### src/rtl/mux21_pkg.sv
// Shared definitions for the two-source round-robin arbiter in front of the 2:1 data mux.
package mux21_pkg;

  localparam int unsigned W_DEF    = 8;
  localparam int unsigned MAXB_DEF = 16;

  typedef enum logic [1:0] {
    IDLE = 2'd0,
    G0   = 2'd1,
    G1   = 2'd2
  } state_t;

  // Grant state for a given source index.
  function automatic state_t grant_of(input logic k);
    return k ? G1 : G0;
  endfunction

endpackage

### src/rtl/mux21b.sv
// Plain 2:1 data mux; select 0 passes a, select 1 passes b.
module mux21b #(
  parameter int unsigned W = 8
) (
  input  logic [W-1:0] a,
  input  logic [W-1:0] b,
  input  logic         s,
  output logic [W-1:0] y
);

  assign y = s ? b : a;

endmodule

### src/rtl/mux21_arb.sv
// Round-robin packet arbiter owning the select of a shared 2:1 mux; holds a grant
// until the last beat and forces release when a packet runs past MAXB beats.
module mux21_arb
  import mux21_pkg::*;
#(
  parameter int unsigned W    = W_DEF,
  parameter int unsigned MAXB = MAXB_DEF
) (
  input  logic         clk,
  input  logic         rst,
  input  logic [W-1:0] d0,
  input  logic [W-1:0] d1,
  input  logic         v0,
  input  logic         v1,
  input  logic         l0,
  input  logic         l1,
  output logic         r0,
  output logic         r1,
  output logic [W-1:0] y,
  output logic         yv,
  output logic         yl,
  input  logic         yr,
  output logic         s,
  output logic         busy,
  output logic         err
);

  localparam int unsigned BCW = $clog2(MAXB) + 1;

  state_t         state;
  logic           p;
  logic [BCW-1:0] bc;
  logic [BCW-1:0] bc_nxt;
  logic [W-1:0]   y_mux;
  logic           k;
  logic           vk;
  logic           vo;
  logic           lk;
  logic           hs;
  logic           over;
  logic           eop;

  assign busy = (state != IDLE);
  assign s    = (state == G1);
  assign k    = s;

  // Granted source's handshake signals; the other source is locked out.
  assign vk = k ? v1 : v0;
  assign vo = k ? v0 : v1;
  assign lk = k ? l1 : l0;
  assign hs = busy & vk & yr;

  // Forced end of packet when the limit is hit without a last flag.
  assign bc_nxt = bc + BCW'(1);
  assign over   = hs & ~lk & (bc_nxt == BCW'(MAXB));
  assign eop    = (hs & lk) | over;

  mux21b #(.W(W)) u_mux (
    .a (d0),
    .b (d1),
    .s (s),
    .y (y_mux)
  );

  assign y  = busy ? y_mux : '0;
  assign yv = busy & vk;
  assign yl = busy & lk;
  assign r0 = (state == G0) & yr;
  assign r1 = (state == G1) & yr;

  always_ff @(posedge clk) begin
    if (rst) begin
      state <= IDLE;
      p     <= 1'b0;
      bc    <= '0;
      err   <= 1'b0;
    end else begin
      unique case (state)
        IDLE: begin
          bc <= '0;
          if (v0 && v1)  state <= grant_of(p);
          else if (v0)   state <= G0;
          else if (v1)   state <= G1;
        end
        G0, G1: begin
          if (eop) begin
            p  <= ~k;
            bc <= '0;
            if (over) err <= 1'b1;
            if (vo)       state <= grant_of(~k);
            else if (vk)  state <= grant_of(k);
            else          state <= IDLE;
          end else if (hs) begin
            bc <= bc_nxt;
          end
        end
        default: state <= IDLE;
      endcase
    end
  end

endmodule

### config.mk
export PLATFORM = sky130hd
export DESIGN_NAME = mux21_arb
export DESIGN_NICKNAME = d
export VERILOG_FILES = /design/src/rtl/mux21_pkg.sv /design/src/rtl/mux21b.sv /design/src/rtl/mux21_arb.sv
export SDC_FILE = /design/constraint.sdc
export NUM_CORES = 1
export LEC_CHECK = 0
export BUFFER_PORTS_ARGS = -buffer_cell sky130_fd_sc_hd__buf_2
export CAP_MARGIN = 20
export CORE_MARGIN = 2
export CORE_UTILIZATION = 30
export CTS_CLUSTER_SIZE = 10
export DETAILED_ROUTE_END_ITERATION = 7
export PLACE_DENSITY_LB_ADDON = 0.05
export SYNTH_ARGS = -nofsm -noshare
export SYNTH_HDL_FRONTEND = slang
export SYNTH_SLANG_ARGS = --single-unit
### constraint.sdc
create_clock -name clk -period 2.37 [get_ports clk]
set_input_delay 0 -clock clk [delete_from_list [all_inputs] [get_ports clk]]
set_output_delay 0 -clock clk [all_outputs]
set_load 0.02 [all_outputs]
# [Yosys cells after proc, flatten, opt, wreduce, memory -nomap -nowiden]
# Index checks and enable logic that the tools add are counted.
[totals] reg_bits=9 latch_bits=0 ram_bits=0 rom_bits=0 input_bits=23 output_inout_bits=15 word_cells=49 mem_count=0
[classes] n_addsub=1 n_mul=0 div_mod_pow=0 order_cmp=0 eq_ne=6 shift=0 n_mux=18 bitwise_logic=11 reduce_logical=9
[ops] op="$mux W2" count=9
[ops] op="$mux W8" count=2
[ops] op="$mux W5" count=2
[ops] op="$pmux W5 S2" count=1
[ops] op="$and A1 B1 Y1" count=8
[ops] op="$reduce_and A2 Y1" count=3
[ops] op="$add A5 B1 Y5 const B" count=1
[ops] op="$eq A5 B5 Y1 const B" count=1
[ops] op="$ne A4 B4 Y1 const B" count=1
[ops] op="$pmux W2 S2" count=1
[ops] op="$reduce_bool A2 Y1" count=2
[ops] op="$mux W1" count=3
[ops] op="$ne A3 B3 Y1 const B" count=1
[ops] op="$reduce_and A3 Y1" count=1
[ops] op="$eq A2 B1 Y1 const B" count=1
[ops] op="$eq A2 B2 Y1 const B" count=1
[ops] op="$logic_not A2 Y1" count=1
[ops] op="$ne A2 B2 Y1 const B" count=1
[ops] op="$not A1 Y1" count=2
[ops] op="$reduce_or A2 Y1" count=1
[ops] op="$logic_and A1 B1 Y1" count=1
[ops] op="$or A1 B1 Y1" count=1

# [Logic depth before layout (Yosys ltp)]
[logic_depth] word_depth=9 mapped_depth=8 depth_no_buf=7

# [By module]
# Synthesis repeated with hierarchy kept, for this count alone.
[unflattened] hier_cells=100 area_unflattened_um2=857.1
[by_module_without_submodules] mod="mux21_arb" n_inst=1 cells_each=91 area_each_um2=725.7 seq_area_each_um2=180.2
[by_module_without_submodules] mod="mux21b" n_inst=1 cells_each=9 area_each_um2=131.4 seq_area_each_um2=0.0

# [Least setup slack after synthesis]
# OpenSTA, ideal clock, no wires.
[synth_timing] kind="register to register" start="register state[0]" end="register state[1]" setup_ns=0.096 t_arrival_ns=1.744 t_required_ns=2.274 slack_ns=0.530 path_stages_with_launch=9 path_buffers=1 period_less_slack_ns=1.840 cell_sequence="dfxtp_1 > inv_1 > ha_1 > buf_4 > mux2i_2 > nand2_1 > a31o_2 > a211o_1 > o41ai_2"
[synth_between] elab_chain_len=9 elab_cells_between_ends=24 cone_classes="eq/ne (4); mux (9); bitwise (7); reduce/logical (4)"
[synth_lines] element="from (decl)" line="mux21_arb.sv:30" rtl="state_t state;"
[synth_lines] element="from (signal assigned)" line="mux21_arb.sv:81" rtl="if (v0 && v1) state <= grant_of(p);"
[synth_lines] element="from (signal assigned)" line="mux21_arb.sv:90" rtl="if (vo) state <= grant_of(~k);"
[synth_lines] element="from (signal assigned)" line="mux21_arb.sv:91" rtl="else if (vk) state <= grant_of(k);"
[synth_lines] element="$eq A2 B2 Y1 (*)" line="mux21_arb.sv:44" rtl="assign s = (state == G1);"
[synth_lines] element="via s" line="mux21_arb.sv:23" rtl="output logic s,"
[synth_lines] element="$mux W1" line="mux21_arb.sv:48" rtl="assign vk = k ? v1 : v0;"
[synth_lines] element="$and A1 B1 Y1 (2 in a row)" line="mux21_arb.sv:51" rtl="assign hs = busy & vk & yr;"
[synth_lines] element="$and A1 B1 Y1 (2 in a row)" line="mux21_arb.sv:55" rtl="assign over = hs & ~lk & (bc_nxt == BCW'(MAXB));"
[synth_lines] element="$or A1 B1 Y1" line="mux21_arb.sv:56" rtl="assign eop = (hs & lk) | over;"
[synth_lines] element="$ne A2 B2 Y1 (no source line)"
[synth_lines] element="$reduce_and A2 Y1 (no source line)"
# Mark *: on every way through the listed nets, which the timed path passes. The rest lies on a longest branch. The select of a mux whose other input is x is not followed.
# A chain may end at the register's enable or synchronous reset.

# [Final worst setup path]
[layout_timing] start="register state[0]" end="register bc[3]"
[layout_between] elab_chain_len=9 elab_cells_between_ends=19 cone_classes="eq/ne (3); mux (4); bitwise (7); reduce/logical (5)"
[layout_lines] element="$eq A2 B2 Y1" line="mux21_arb.sv:44, mux21_arb.sv:78"
[layout_lines] element="$mux W1" line="mux21_arb.sv:48"
[layout_lines] element="$and A1 B1 Y1 (2 in a row)" line="mux21_arb.sv:51"
[layout_lines] element="$and A1 B1 Y1 (2 in a row)" line="mux21_arb.sv:55"
[layout_lines] element="$or A1 B1 Y1" line="mux21_arb.sv:56"
[layout_lines] element="$mux W5 / $ne A3 B3 Y1 (equally long branches)"
[layout_lines] element="$pmux W5 S2 / $reduce_and A2 Y1 (equally long branches)"
[layout_lines] element="to (signal assigned)" line="mux21_arb.sv:94" rtl="bc <= bc_nxt;"
[layout_lines] element="to (decl)" line="mux21_arb.sv:32" rtl="logic [BCW-1:0] bc;"
# Parallel ways exist; a longest one is shown, timed or not.

==> impl_metrics.tcl <==
set metrics [dict create \
    synth_area_leaders "dfxtp_1 (21%), mux2i_1 (12%), ha_1 (8.8%)" \
    vias 856 \
    drv_cap 0 \
    grt_pass1_vias 799 \
    synth_nets 133 \
    grt_use_total 0.1330 \
    cts_buffers 3 \
    design_area_um2 1092 \
    status "completed" \
    grt_max_degree 15 \
    io_pins 38 \
    fmax_ghz 0.5117 \
    synth_cell_types 39 \
    slew_violations 0 \
    clkLatencyLatePin_ns 0.26 \
    yosys.area.top_type "dfxtp_1" \
    globalplace.congestion 0.7380 \
    drtAntennaViolNets 0 \
    synth_seq_area_share 0.2118 \
    tritoncts "yes" \
    final_util 0.3995 \
    finalSetupViolations 0 \
    clock_skew_ns 0.008141 \
    drt_iter0_drc 24 \
    core-area_um2 2734 \
    std_cell_rows 19 \
    criticalPathCategory "flip-flop to flip-flop" \
    antenna_found_initial 0 \
    synth-edff-count 0 \
    irDropWorstVdd_uv 680.6 \
    power.density_nw_per_um2 1038 \
    grt-ovfl-total 0 \
    fin_setup_tns_ns 0 \
    detailed_place.area_um2 1066 \
    total_power_mw 1.134 \
    cts_root_buffer "clkbuf_4" \
    routed_via_density 4.948 \
    final_nets 172 \
    drc 0 \
    hold_viol 0 \
    met2_usage 0.2184 \
    async_flop_share 0 \
    start_util 0.3112 \
    synth-seq-cells 9 \
    period_share 0.8247 \
    areaGrowthSynthToFinish_pct 28.38 \
    hold_ws_ns 0.06975 \
    tightest_slew_ns 0.3791 \
    port_buffers 37 \
    syn_avg_cell_area_um2 8.181 \
    dieArea_um2 3278 \
    top_usage_layer "met2" \
    p_leak_nw 0.5326 \
    fin_crit_ns 1.954 \
    antenna_cells 0 \
    chipWidth_um 57.26 \
    grt_pass1_wl_um 3498 \
    routedWlPerCell_um 11.90 \
    yosys_most_used_dff "dfxtp_1" \
    met3_usage 0.02721 \
    die_h_um 57.26 \
    crit_path_max_fanout 9 \
    place_hpwl_um 1689 \
    end_kind "flip-flop" \
    cts_hold_buf 0 \
    cp.required_ns 2.57 \
    rsz0062_at_grt "no" \
    grt_use_met1 0.1678 \
    synth_cells 104 \
    clockBufferDepth 2 \
    synth_top_cell_area_share 0.2118 \
    worst_setup_path_start_kind "flip-flop" \
    drive_gt1_frac 0.3592 \
    cts_resized 0 \
    clk_pin_slew_ns 0.07 \
    syn_area_um2 850.8 \
    wl_um 2059 \
    yosys_warnings 0 \
    critPathArrivalTime_ns 2.16 \
    postCtsSetupBuffers 0 \
    hold_class "input pin to flip-flop" \
    relSlewSlack 0.7473 \
    drtPass1Iterations 4 \
    h-tree-depth 1 \
    clock_sinks 9 \
]
==> sequential cells by signal, summed over array words and instances, names as in the netlist <==
| register | count |
|---|---|
| state | 2 |
| err | 1 |
| p | 1 |
| bc | 5 |
==> cell usage after synthesis (all sizes together) (2+ instances only) <==
cell	instances
a211o	2
a21oi	3
a22oi	2
a31oi	2
and2	3
buf	2
clkbuf	3
dfxtp	9
ha	6
inv	5
mux2i	11
nand2	11
nand2b	2
nand3	4
nor2	18
o21ai	3
==> metal layers <==
layer / wire length (µm) / share of wire
met1: 933 / 0.45
met2: 963 / 0.47
met3: 145 / 0.070
met4: 16 / 0.0078
met5: 0 / 0
==> cells in the final DEF, fill, tap and decap left out, types with 2 or more instances in the layout <==
cell,netlist,routed
nand2_1,10,10
dfxtp_1,9,9
and2_1,3,3
nand2b_1,2,2
a21oi_1,3,3
buf_2,1,37
a22oi_1,2,2
inv_1,5,5
nor2_1,18,18
buf_4,1,2
a31oi_1,2,2
clkbuf_4,0,3
a211o_1,2,2
nand3_1,3,3
mux2i_1,10,10
ha_1,6,6
o21ai_1,2,2
==> final timing paths <==
kind	startpoint	end	slack, ns	depth (start not counted)
max	state[0]$_SDFFE_PP0P_	bc[3]$_SDFFE_PP0P_	0.42	7
min	rst	err$_SDFFE_PP0P_	0.07	2
max reg2reg	state[0]$_SDFFE_PP0P_	bc[3]$_SDFFE_PP0P_	0.42	7
min reg2reg	err$_SDFFE_PP0P_	err$_SDFFE_PP0P_	0.47	2
==> per-stage QoR <==
stage                     setup slack (ns)  instances
after floorplan                     0.5299        104
after global placement              0.4815        169
after detailed placement            0.4181        169
after CTS                           0.4078        173
after global routing                0.2403        173
final                               0.4156        173
==> critical path, stage by stage (launching register included) <==
cell and delay, ns:
dfxtp_1 0.33, inv_1 0.10, ha_1 0.36, mux2i_2 0.36
inv_1 0.13, a311oi_4 0.34, o21ai_1 0.14, a21oi_1 0.13
==> power by group <==
group	internal, mW	leakage [nW]	switching, mW
clock	0.0649	0.0150	0.0561
sequential	0.168	0.0728	0.0140
combinational	0.318	0.445	0.512
total	0.552	0.533	0.582
==> area by class of cell <==
| class | instances | area (µm²) |
|---|---|---|
| repair buffers | 39 | 200.2 |
| inverters | 5 | 18.77 |
| well taps | 31 | 38.79 |
| flip-flops and latches | 9 | 180.2 |
| fillers | 288 | 1642 |
| multi-input cells | 85 | 628.1 |
| clock buffers | 4 | 26.28 |
==> logic make-up after synthesis <==
| logic type | Yosys count | share of synthesized area |
|---|---|---|
| and+or+nand+nor | 44 | 0.2633 |
| AOI/OAI and AO/OA | 21 | 0.2147 |
| muxes | 12 | 0.1515 |
| buffers and inverters | 10 | 0.05000 |
| DFF | 9 | 0.2118 |
| adders and majority gates | 6 | 0.08823 |
| xor gates and xnor gates | 2 | 0.02059 |
(Power assumes the default switching activity.)
